### src/rtl/icache_dm_pkg.sv
// icache_dm_pkg: shared widths, refill FSM state encoding and address-split helpers
package icache_dm_pkg;
   localparam int INST_ADDR_WIDTH    = 32;
   localparam int INST_DATA_WIDTH    = 32;
   localparam int ICACHE_STATE_WIDTH = 2;

   typedef enum logic [ICACHE_STATE_WIDTH-1:0] {
      IDLE   = 2'd0,
      REFILL = 2'd1,
      FILL   = 2'd2
   } icache_state_t;

   function automatic int off_w(int line_words);
      return $clog2(line_words);
   endfunction

   function automatic int idx_w(int sets);
      return $clog2(sets);
   endfunction

   function automatic int tag_w(int addr_width, int line_words, int sets);
      return addr_width - 2 - $clog2(line_words) - $clog2(sets);
   endfunction
endpackage

### src/rtl/icache_dm_if.sv
// icache_dm_if: req/ack read bus between the cache (master) and external instruction memory (slave)
interface icache_dm_if
   import icache_dm_pkg::*;
#(
   parameter int ADDR_WIDTH = INST_ADDR_WIDTH,
   parameter int DATA_WIDTH = INST_DATA_WIDTH
);
   logic                  mem_req_out;
   logic [ADDR_WIDTH-1:0] mem_addr_out;
   logic [DATA_WIDTH-1:0] mem_data_in;
   logic                  mem_ack_in;

   modport master(output mem_req_out, mem_addr_out, input mem_data_in, mem_ack_in);
   modport slave(input mem_req_out, mem_addr_out, output mem_data_in, mem_ack_in);
endinterface

### src/rtl/icache_refill_fsm.sv
// icache_refill_fsm: fetches one whole line word by word into a line buffer, tracking
// whether a flush arrived mid-refill so the filled line is left invalid.
module icache_refill_fsm
   import icache_dm_pkg::*;
#(
   parameter int ADDR_WIDTH = INST_ADDR_WIDTH,
   parameter int DATA_WIDTH = INST_DATA_WIDTH,
   parameter int LINE_WORDS = 4,
   parameter int LINE_BITS  = ADDR_WIDTH - 2 - $clog2(LINE_WORDS)
) (
   input  logic                                  clk,
   input  logic                                  rst_n,
   input  logic                                  start,
   input  logic                                  flush_in,
   input  logic [LINE_BITS-1:0]                  start_line,
   output icache_state_t                         state,
   output logic                                  poison,
   output logic [LINE_BITS-1:0]                  line_id,
   output logic [LINE_WORDS-1:0][DATA_WIDTH-1:0] line_buf,
   icache_dm_if.master                           mem
);
   localparam int OW = off_w(LINE_WORDS);
   localparam int LO = 2 + OW;

   logic [OW-1:0] cnt;
   logic          ack;
   logic          last;

   assign ack  = mem.mem_ack_in & mem.mem_req_out;
   assign last = cnt == OW'(LINE_WORDS - 1);

   always_ff @(posedge clk or negedge rst_n)
      if (!rst_n) begin
         state            <= IDLE;
         cnt              <= '0;
         poison           <= 1'b0;
         line_id          <= '0;
         line_buf         <= '0;
         mem.mem_req_out  <= 1'b0;
         mem.mem_addr_out <= '0;
      end else
         case (state)
            IDLE:
               if (start) begin
                  state            <= REFILL;
                  cnt              <= '0;
                  poison           <= 1'b0;
                  line_id          <= start_line;
                  mem.mem_req_out  <= 1'b1;
                  mem.mem_addr_out <= {start_line, {LO{1'b0}}};
               end
            REFILL: begin
               if (flush_in) poison <= 1'b1;
               if (ack) begin
                  line_buf[cnt] <= mem.mem_data_in;
                  cnt           <= cnt + 1'b1;
                  // address stays on the last word after the final ack; req drops instead
                  if (last) begin
                     state           <= FILL;
                     mem.mem_req_out <= 1'b0;
                  end else
                     mem.mem_addr_out <= mem.mem_addr_out + ADDR_WIDTH'(4);
               end
            end
            default: state <= IDLE;
         endcase
endmodule

### src/rtl/icache_dm.sv
// icache_dm: direct-mapped read-only instruction cache; hits answer combinationally,
// misses stall the core while icache_refill_fsm brings in the whole line.
module icache_dm
   import icache_dm_pkg::*;
#(
   parameter int ADDR_WIDTH = INST_ADDR_WIDTH,
   parameter int DATA_WIDTH = INST_DATA_WIDTH,
   parameter int LINE_WORDS = 4,
   parameter int SETS       = 16
) (
   input  logic                  clk,
   input  logic                  rst_n,
   input  logic [ADDR_WIDTH-1:0] cpu_addr_in,
   input  logic                  cpu_en_in,
   input  logic                  flush_in,
   output logic [DATA_WIDTH-1:0] inst_out,
   output logic                  stall_req,
   icache_dm_if.master           mem
);
   localparam int OW = off_w(LINE_WORDS);
   localparam int IW = idx_w(SETS);
   localparam int TW = tag_w(ADDR_WIDTH, LINE_WORDS, SETS);
   localparam int LB = ADDR_WIDTH - 2 - OW;

   logic [SETS-1:0]                       valid;
   logic [TW-1:0]                         tags  [SETS];
   logic [LINE_WORDS-1:0][DATA_WIDTH-1:0] lines [SETS];
   logic [LINE_WORDS-1:0][DATA_WIDTH-1:0] line_buf;
   logic [LB-1:0]                         line_id;
   icache_state_t                         state;
   logic                                  poison;
   logic                                  hit;
   logic                                  unused;
   logic [IW-1:0]                         idx;
   logic [OW-1:0]                         off;
   logic [TW-1:0]                         tag;

   assign idx    = cpu_addr_in[2+OW +: IW];
   assign off    = cpu_addr_in[2 +: OW];
   assign tag    = cpu_addr_in[ADDR_WIDTH-1 -: TW];
   assign unused = ^cpu_addr_in[1:0];
   assign hit    = cpu_en_in && valid[idx] && tags[idx] == tag;

   assign inst_out  = hit ? lines[idx][off] : '0;
   assign stall_req = (state != IDLE) || (cpu_en_in && !hit);

   icache_refill_fsm #(
      .ADDR_WIDTH(ADDR_WIDTH),
      .DATA_WIDTH(DATA_WIDTH),
      .LINE_WORDS(LINE_WORDS)
   ) u_fsm (
      .clk       (clk),
      .rst_n     (rst_n),
      .start     (state == IDLE && cpu_en_in && !hit),
      .flush_in  (flush_in),
      .start_line(cpu_addr_in[ADDR_WIDTH-1:2+OW]),
      .state     (state),
      .poison    (poison),
      .line_id   (line_id),
      .line_buf  (line_buf),
      .mem       (mem)
   );

   // flush wins over the FILL valid-set
   always_ff @(posedge clk or negedge rst_n)
      if (!rst_n) valid <= '0;
      else if (flush_in) valid <= '0;
      else if (state == FILL && !poison) valid[line_id[IW-1:0]] <= 1'b1;

   always_ff @(posedge clk)
      if (state == FILL) begin
         lines[line_id[IW-1:0]] <= line_buf;
         tags[line_id[IW-1:0]]  <= line_id[IW +: TW];
      end
endmodule

### src/flat_wrapper.sv
// flat-port wrapper written by rule: the top's interface ports become plain ports
module icache_dm_flat import icache_dm_pkg::*;
#(
   parameter int ADDR_WIDTH = INST_ADDR_WIDTH,
   parameter int DATA_WIDTH = INST_DATA_WIDTH,
   parameter int LINE_WORDS = 4,
   parameter int SETS       = 16
)
  (clk, rst_n, cpu_addr_in, cpu_en_in, flush_in, inst_out, stall_req, mem_mem_req_out, mem_mem_addr_out, mem_mem_data_in, mem_mem_ack_in);
  icache_dm_if #(.ADDR_WIDTH(ADDR_WIDTH), .DATA_WIDTH(DATA_WIDTH)) mem_i ();
  input  logic clk;
  input  logic rst_n;
  input  logic [ADDR_WIDTH-1:0] cpu_addr_in;
  input  logic cpu_en_in;
  input  logic flush_in;
  output logic [DATA_WIDTH-1:0] inst_out;
  output logic stall_req;
  output wire logic [$bits(mem_i.mem_req_out)-1:0] mem_mem_req_out;
  output wire logic [$bits(mem_i.mem_addr_out)-1:0] mem_mem_addr_out;
  input wire logic [$bits(mem_i.mem_data_in)-1:0] mem_mem_data_in;
  input wire logic [$bits(mem_i.mem_ack_in)-1:0] mem_mem_ack_in;
  assign mem_mem_req_out = mem_i.mem_req_out;
  assign mem_mem_addr_out = mem_i.mem_addr_out;
  assign mem_i.mem_data_in = mem_mem_data_in;
  assign mem_i.mem_ack_in = mem_mem_ack_in;
  icache_dm #(.ADDR_WIDTH(ADDR_WIDTH), .DATA_WIDTH(DATA_WIDTH), .LINE_WORDS(LINE_WORDS), .SETS(SETS)) u_core (.clk(clk), .rst_n(rst_n), .cpu_addr_in(cpu_addr_in), .cpu_en_in(cpu_en_in), .flush_in(flush_in), .inst_out(inst_out), .stall_req(stall_req), .mem(mem_i));
endmodule
### config.mk
export PLATFORM = sky130hd
export DESIGN_NAME = icache_dm_flat
export DESIGN_NICKNAME = d
export VERILOG_FILES = /design/src/rtl/icache_dm_pkg.sv /design/src/rtl/icache_dm_if.sv /design/src/rtl/icache_refill_fsm.sv /design/src/rtl/icache_dm.sv /design/src/flat_wrapper.sv
export SDC_FILE = /design/constraint.sdc
export NUM_CORES = 2
export LEC_CHECK = 0
export BUFFER_PORTS_ARGS = -buffer_cell sky130_fd_sc_hd__clkbuf_2
export CAP_MARGIN = 20
export CORE_AREA = 2 2 480 434
export DETAILED_ROUTE_END_ITERATION = 8
export DIE_AREA = 0 0 482 436
export PLACE_DENSITY_LB_ADDON = 0.25
export SYNTH_ARGS = -nofsm -noshare
export SYNTH_HDL_FRONTEND = slang
export SYNTH_HIERARCHICAL = 1
export SYNTH_SLANG_ARGS = --single-unit
### constraint.sdc
create_clock -name clk -period 12.5 [get_ports clk]
set_clock_uncertainty 0.05 [all_clocks]
set_input_delay 0.625 -clock clk [delete_from_list [all_inputs] [get_ports clk]]
set_output_delay 0.625 -clock clk [all_outputs]
set_load 0.02 [all_outputs]
# After elaboration in Yosys (flattened, before gate mapping)
# Memories as Yosys holds them, arrays and structs flattened.
# Cells that the tools add are included.
[totals]
in_bits = 69
wordCells = 86
n_memories = 2
register_bits = 210
out_inout_bits = 66
ramBits = 2432
[memory_table]
columns = ["name", "words", "width", "read_ports", "rd_clocked_by_memory_dff", "wr", "line_no", "rtl"]
rows = [
  ["u_core.lines", 16, 128, 1, 0, 1, "icache_dm.sv:27", "logic [LINE_WORDS-1:0][DATA_WIDTH-1:0] lines [SETS];"],
  ["u_core.tags", 16, 24, 1, 0, 1, "icache_dm.sv:26", "logic [TW-1:0] tags [SETS];"],
]
[classes]
reduce_logical = 22
bitwise = 2
eq_ne = 9
muxes = 32
order_cmp = 6
addsub = 2
[op_table]
columns = ["operator", "n"]
rows = [
  ["two-way mux 32 bit", 6],
  ["bitwise mux 128 bit", 1],
  ["binary-select mux 32 bit (select 2 bit)", 1],
  ["demux 32 bit (select 2 bit)", 1],
  ["one-hot mux 32 bit (2 select lines)", 1],
  ["adder 32 x 3 -> 32 bit, second input constant", 1],
  ["two-way mux 16 bit", 2],
  ["== test 24 bit", 1],
  ["OR 16 bit", 1],
  ["less-than comparator 4 x 5 -> 1 bit, second input constant", 2],
  ["two-way mux 2 bit", 5],
  ["inequality test 2 bit, second input constant", 5],
  ["two-way mux 1 bit", 9],
  ["AND reduction 3 bit", 3],
  ["logical AND 1 bit", 8],
  ["one-hot mux 2 bit (2 select lines)", 2],
  ["AND reduction 4 bit", 2],
  ["less-than comparator 2 x 3 -> 1 bit, second input constant", 2],
  ["nonzero test 2 bit", 3],
  ["binary-select mux 1 bit (select 4 bit)", 1],
  ["demux 1 bit (select 4 bit)", 1],
  ["== test 2 bit, second input constant", 2],
  [">= comparator 4 x 1 -> 1 bit, second input constant", 1],
  ["one-hot mux 1 bit (2 select lines)", 2],
  ["8 further kinds", 10],
]

# Longest topological paths before layout
[logic_depth]
ltp_word = 8
depth_mapped = 21
mapped_depth_nobuf = 13

# By module
# Netlist, hierarchy kept.
[modules_own_cells]
columns = ["module", "cells_per_inst", "n_inst", "area_per_inst_um2", "seq_area_each_um2"]
rows = [
  ["icache_dm", 3794, 1, 93916.3, 73430.4],
  ["icache_refill_fsm", 656, 1, 8087.8, 4804.6],
]

# Worst setup path after synthesis
# OpenSTA, ideal clock, no wires.
[synth_path]
kind = "register to register"
startpoint = "register u_core.u_fsm.state[0]"
endpoint = "memory u_core/lines[0][0] (netlist bit), enable pin"
arrival_time_ps = 11197
period_less_slack_ps = 12096
setup_slack_ps = 404
t_required_ps = 11601
path_stages_with_launch = 4
n_path_buf = 0
path_cell_list = "dfrtp_1 > nand2b_1 > or3_1 > nor3_1"
[synth_via]
elab_chain_cells = 3
[synth_rtl]
columns = ["item", "line_no", "rtl"]
rows = [
  ["start: declaration", "icache_refill_fsm.sv:16", "output icache_state_t state,"],
  ["start signal: assignment", "icache_refill_fsm.sv:34", "state <= IDLE;"],
  ["start signal: assignment", "icache_refill_fsm.sv:45", "state <= REFILL;"],
  ["start signal: assignment", "icache_refill_fsm.sv:59", "state <= FILL;"],
  ["== test 2 bit", "icache_dm.sv:71", "if (state == FILL) begin"],
  ["two-way mux 1 bit", "icache_dm.sv:71", ""],
  ["two-way mux 1 bit (not written as such)", "icache_dm.sv:72", "lines[line_id[IW-1:0]] <= line_buf;"],
  ["end: declaration", "icache_dm.sv:27", ""],
]
# No other way between the ends.

# Worst setup path after layout
[layout_path]
startpoint = "input port cpu_addr_in[5]"
endpoint = "output port inst_out[17]"
[layout_via]
elab_chain_cells = 5
elab_cells_between_ends = 10
[layout_rtl]
columns = ["item", "line_no", "rtl"]
rows = [
  ["start: declaration", "flat_wrapper.sv:13", "input logic [ADDR_WIDTH-1:0] cpu_addr_in;"],
  ["branches (longest 4 deep; another with memory (16 x 24 bit))", "--", ""],
  ["two-way mux 32 bit (*)", "icache_dm.sv:44", "assign inst_out = hit ? lines[idx][off] : '0;"],
  ["end: declaration", "flat_wrapper.sv:16", "output logic [DATA_WIDTH-1:0] inst_out;"],
]
# Mark *: on every way between the ends. The select of a mux whose other input is x is not followed.

==> results.sh <==
export IMPL_run_status="finished, final reports clean"
export IMPL_ioPinCount=135
export IMPL_hold_violations=0
export IMPL_maxCapViolCount=0
export IMPL_stdcell_count=7674
export IMPL_comb_power_share=0.048
export IMPL_critPathRequiredTime_ns=11.82
export IMPL_nets=4829
export IMPL_leakage_nw=38.6
export IMPL_synth_area_per_cell_um2=22.9
export IMPL_dr_pass1_iters=7
export IMPL_ir_drop_uv=133
export IMPL_cp_start_kind="input port"
export IMPL_grtUsageTotal=0.224
export IMPL_tns_ns=0
export IMPL_ys_seq_area_frac=0.767
export IMPL_vias_per_cell=6.22
export IMPL_drc=0
export IMPL_dieWidth_um=482
export IMPL_cts_max_level=5
export IMPL_worst_setup_path_end_kind="output pin"
export IMPL_setup_worst_path_start="cpu_addr_in[5]"
export IMPL_final_antenna_net_count=0
export IMPL_dpl_hpwl_um=116000
export IMPL_routed_wl_um=234000
export IMPL_synth_edff_count=2432
export IMPL_drive_above_1_share=0.301
export IMPL_reg2reg_slack_ns=7.41
export IMPL_seqCellArea_um2=78200
export IMPL_min_period_ns=7.25
export IMPL_antenna_found_initial=10
export IMPL_min_from="cpu_addr_in[14]"
export IMPL_finalCritPeriodShare=0.580
export IMPL_synth_cell_type_count=74
export IMPL_grt_max_degree=152
export IMPL_cts_sinks=2640
export IMPL_path_class="input port to output pin"
export IMPL_p_int_mw=15.4
export IMPL_ys_top_cells_by_count="2432 x edfxtp_1, 719 x mux4_2, 208 x dfrtp_1"
export IMPL_synth_most_common_cell="edfxtp_1"
export IMPL_seqPwrFrac=0.563
export IMPL_rows=158
export IMPL_fmax_ghz=0.138
export IMPL_globalplace_congestion=0.789
export IMPL_cts_root_buf="clkbuf_16"
export IMPL_switching_power_mw=4.36
export IMPL_worst_slew_pin_slew_ns=1.08
export IMPL_hold_end="u_core/u_fsm/line_id[10]$_DFFE_PN0P_"
export IMPL_min_path_cells=3
export IMPL_grt_first_pass_wirelength_um=340000
export IMPL_p_per_area_nw_per_um2=173
export IMPL_switching_share=0.220
export IMPL_clock_power_share=0.389
export IMPL_yosysTopAreaCellShare=0.716
export IMPL_place_inst=7156
export IMPL_hold_class="input port to register"
export IMPL_ys_warn_count=6
export IMPL_synth_ff_type="edfxtp_1"
export IMPL_yosysTopAreaCell="edfxtp_1"
export IMPL_cts_clk_slew_worst_paths_ns=0.05
export IMPL_nFillCells=15000
export IMPL_post_cts_buffers=0
export IMPL_start_util=0.497
export IMPL_synthesis_area_um2=102000
export IMPL_numCtsBuffers=277
export IMPL_setup_viol=0
export IMPL_synthCells=4450
export IMPL_portBuffers=130
export IMPL_rsz0062_at_grt="false"
export IMPL_wl_per_cell_um=30.5
export IMPL_crit_chain="buf_8, buf_4, buf_4, mux4_2, nor2b_1, a211oi_1, a31oi_1, xnor2_1, o2111ai_1, or4_4, buf_4, a211oi_2, clkbuf_2"
export IMPL_clk_latency_ns=0.91
export IMPL_synth_top_cells_by_area="edfxtp_1 72%, mux4_2 16%, dfrtp_1 5.1%"
export IMPL_cpMaxStageDelayCell="or4_4"
export IMPL_core_area_um2=205000
export IMPL_reg2reg_depth=14
export IMPL_grt_pass1_vias=48500
export IMPL_critPathArrivalTime_ns=6.57
export IMPL_r2r_end="u_core/u_fsm/mem.mem_addr_out[22]$_DFFE_PN0P_"
export IMPL_relSlewSlack=0.280
export IMPL_cts_path_max_buffers=4
export IMPL_async_reset_ff_frac=0.0788
export IMPL_die_y_um=436
export IMPL_dieArea_um2=210000
export IMPL_cts_tree="built"
export IMPL_path_max_fanout=98
export IMPL_r2r_start="u_core/tags[3][10]$_DFFE_PP_"
export IMPL_slowest_delay_ns=0.81
export IMPL_ys_ff_latch=2640
export IMPL_utilization=0.559
export IMPL_first_iter_violations=4948
export IMPL_crit_top_cell="buf_4"
export IMPL_multi_input_area_um2=22600
export IMPL_area_delta_synth_final_pct=12.4
export IMPL_slew_violations=0
export IMPL_grt_overflow_total=0
export IMPL_num_vias=47700
[cells in the final DEF, fill, tap and decap left out, drive strengths merged, types with 4 or more instances in the layout]
| master | synthesis | routed |
|---|---|---|
| edfxtp | 2432 | 2432 |
| mux2 | 151 | 151 |
| nand2 | 138 | 138 |
| nor2 | 61 | 61 |
| xor2 | 14 | 14 |
| a22o | 7 | 7 |
| dlygate4sd3 | 0 | 38 |
| dfrtp | 208 | 208 |
| nand2b | 10 | 10 |
| a22oi | 8 | 8 |
| mux4 | 722 | 722 |
| clkinv | 1 | 61 |
| nor3 | 28 | 28 |
| inv | 11 | 16 |
| a21o | 5 | 5 |
| and3 | 8 | 8 |
| o22ai | 26 | 26 |
| nor2b | 38 | 38 |
| a221oi | 9 | 9 |
| a211oi | 54 | 54 |
| and4 | 6 | 6 |
| bufinv | 0 | 12 |
| ha | 5 | 5 |
| or4 | 4 | 4 |
| a31oi | 7 | 7 |
| nor4 | 5 | 5 |
| nand3 | 28 | 28 |
| buf | 183 | 100 |
| or3 | 6 | 6 |
| mux2i | 86 | 86 |
| clkbuf | 53 | 521 |
| nand4 | 9 | 9 |
| and2 | 14 | 14 |
| a21oi | 43 | 43 |
| o21ai | 16 | 16 |
| a311oi | 5 | 5 |
| xnor2 | 18 | 18 |
[cell type report]
cell class,count,share of cell area
sequential,2640,0.682
multi-input combinational,1563,0.197
clock buffer,398,0.0672
tap,2720,0.0297
timing repair buffer,261,0.0170
clock inverter,78,0.00587
inverter,12,0.000458
antenna,2,0.0000437
[kinds of logic (layout without fill, tap and decap cells)]
logic type      count (synthesis)  count (layout)  share of synthesized area
xor+xnor                       32              32                    0.00275
buf+inv                       248             749                     0.0128
simple gates                  365             365                     0.0177
fa+ha+maj                       5               5                   0.000613
mux                           959             959                      0.185
compound gates                200             200                     0.0145
flops                        2640            2640                      0.767
other cells                     1               4                  0.0000368
[stage by stage]
step	setup WS, ns	hold WS (ns)	instance area (um^2)	total power, mW
after floorplan	0.404	0.279	102000	11.7
after global placement	5.03	0.422	106000	12.2
after detailed placement	5.00	0.432	106000	12.3
after CTS	5.00	0.000378	115000	20.0
after global routing	4.93	0.0144	115000	20.4
final	5.25	0.0324	115000	19.8
[sequential cells by signal (all words and copies together) (netlist names)]
| name | cells |
|---|---|
| u_core/u_fsm/cnt | 2 |
| u_core/u_fsm/state | 2 |
| u_core/u_fsm/line_buf | 128 |
| u_core/u_fsm/mem.mem_req_out | 1 |
| u_core/tags | 384 |
| u_core/u_fsm/mem.mem_addr_out | 30 |
| u_core/u_fsm/poison | 1 |
| u_core/lines | 2048 |
| u_core/u_fsm/line_id | 28 |
| u_core/valid | 16 |
[power groups by stage]
stage                     combinational (mW)  sequential, mW  clock, mW
after global routing                    1.01            11.2       8.18
after detailed placement               0.935            11.3          0
after floorplan                        0.646            11.1          0
after global placement                 0.928            11.3          0
after CTS                              0.952            11.1       7.85
final                                  0.943            11.1       7.70
[worst max-delay path by stage]
| stage | endpoint | slack [ns] | depth (start not counted) |
|---|---|---|---|
| 2_1_floorplan | u_core/lines[0][0]$_DFFE_PP_ | 0.40 | 3 |
| 3_3_place_gp | inst_out[17] | 5.03 | 12 |
| 3_5_place_dp | u_core/u_fsm/mem.mem_addr_out[22]$_DFFE_PN0P_ | 5.00 | 16 |
| 4_1_cts | inst_out[17] | 5.00 | 12 |
| 5_1_grt | inst_out[17] | 4.93 | 13 |
| 6_report | inst_out[17] | 5.25 | 13 |
[layer usage]
layer	up-vias	track usage	wire length [um]	share of wire
li1	19500	-	-	-
met1	26000	0.338	100000	0.43
met2	1933	0.344	111000	0.47
met3	367	0.0365	17400	0.074
met4	2	0.0595	5570	0.024
met5	-	0	13	0.000055
[worst max-delay path: cells and delay by family]
kind                   cells  cell delay, ns
multiplexers               1            0.40
XOR/XNOR                   1            0.30
buffers and inverters      5            2.87
AO/OA/AOI/OAI              4            1.33
AND/OR/NAND/NOR            2            0.95
[repair_timing]
action	in CTS	in global routing
setup endpoints to repair	0	0
hold buffers	38	0
hold endpoints to repair	187	0
resized for setup	0	0
Power figures use the tool's default switching activity.
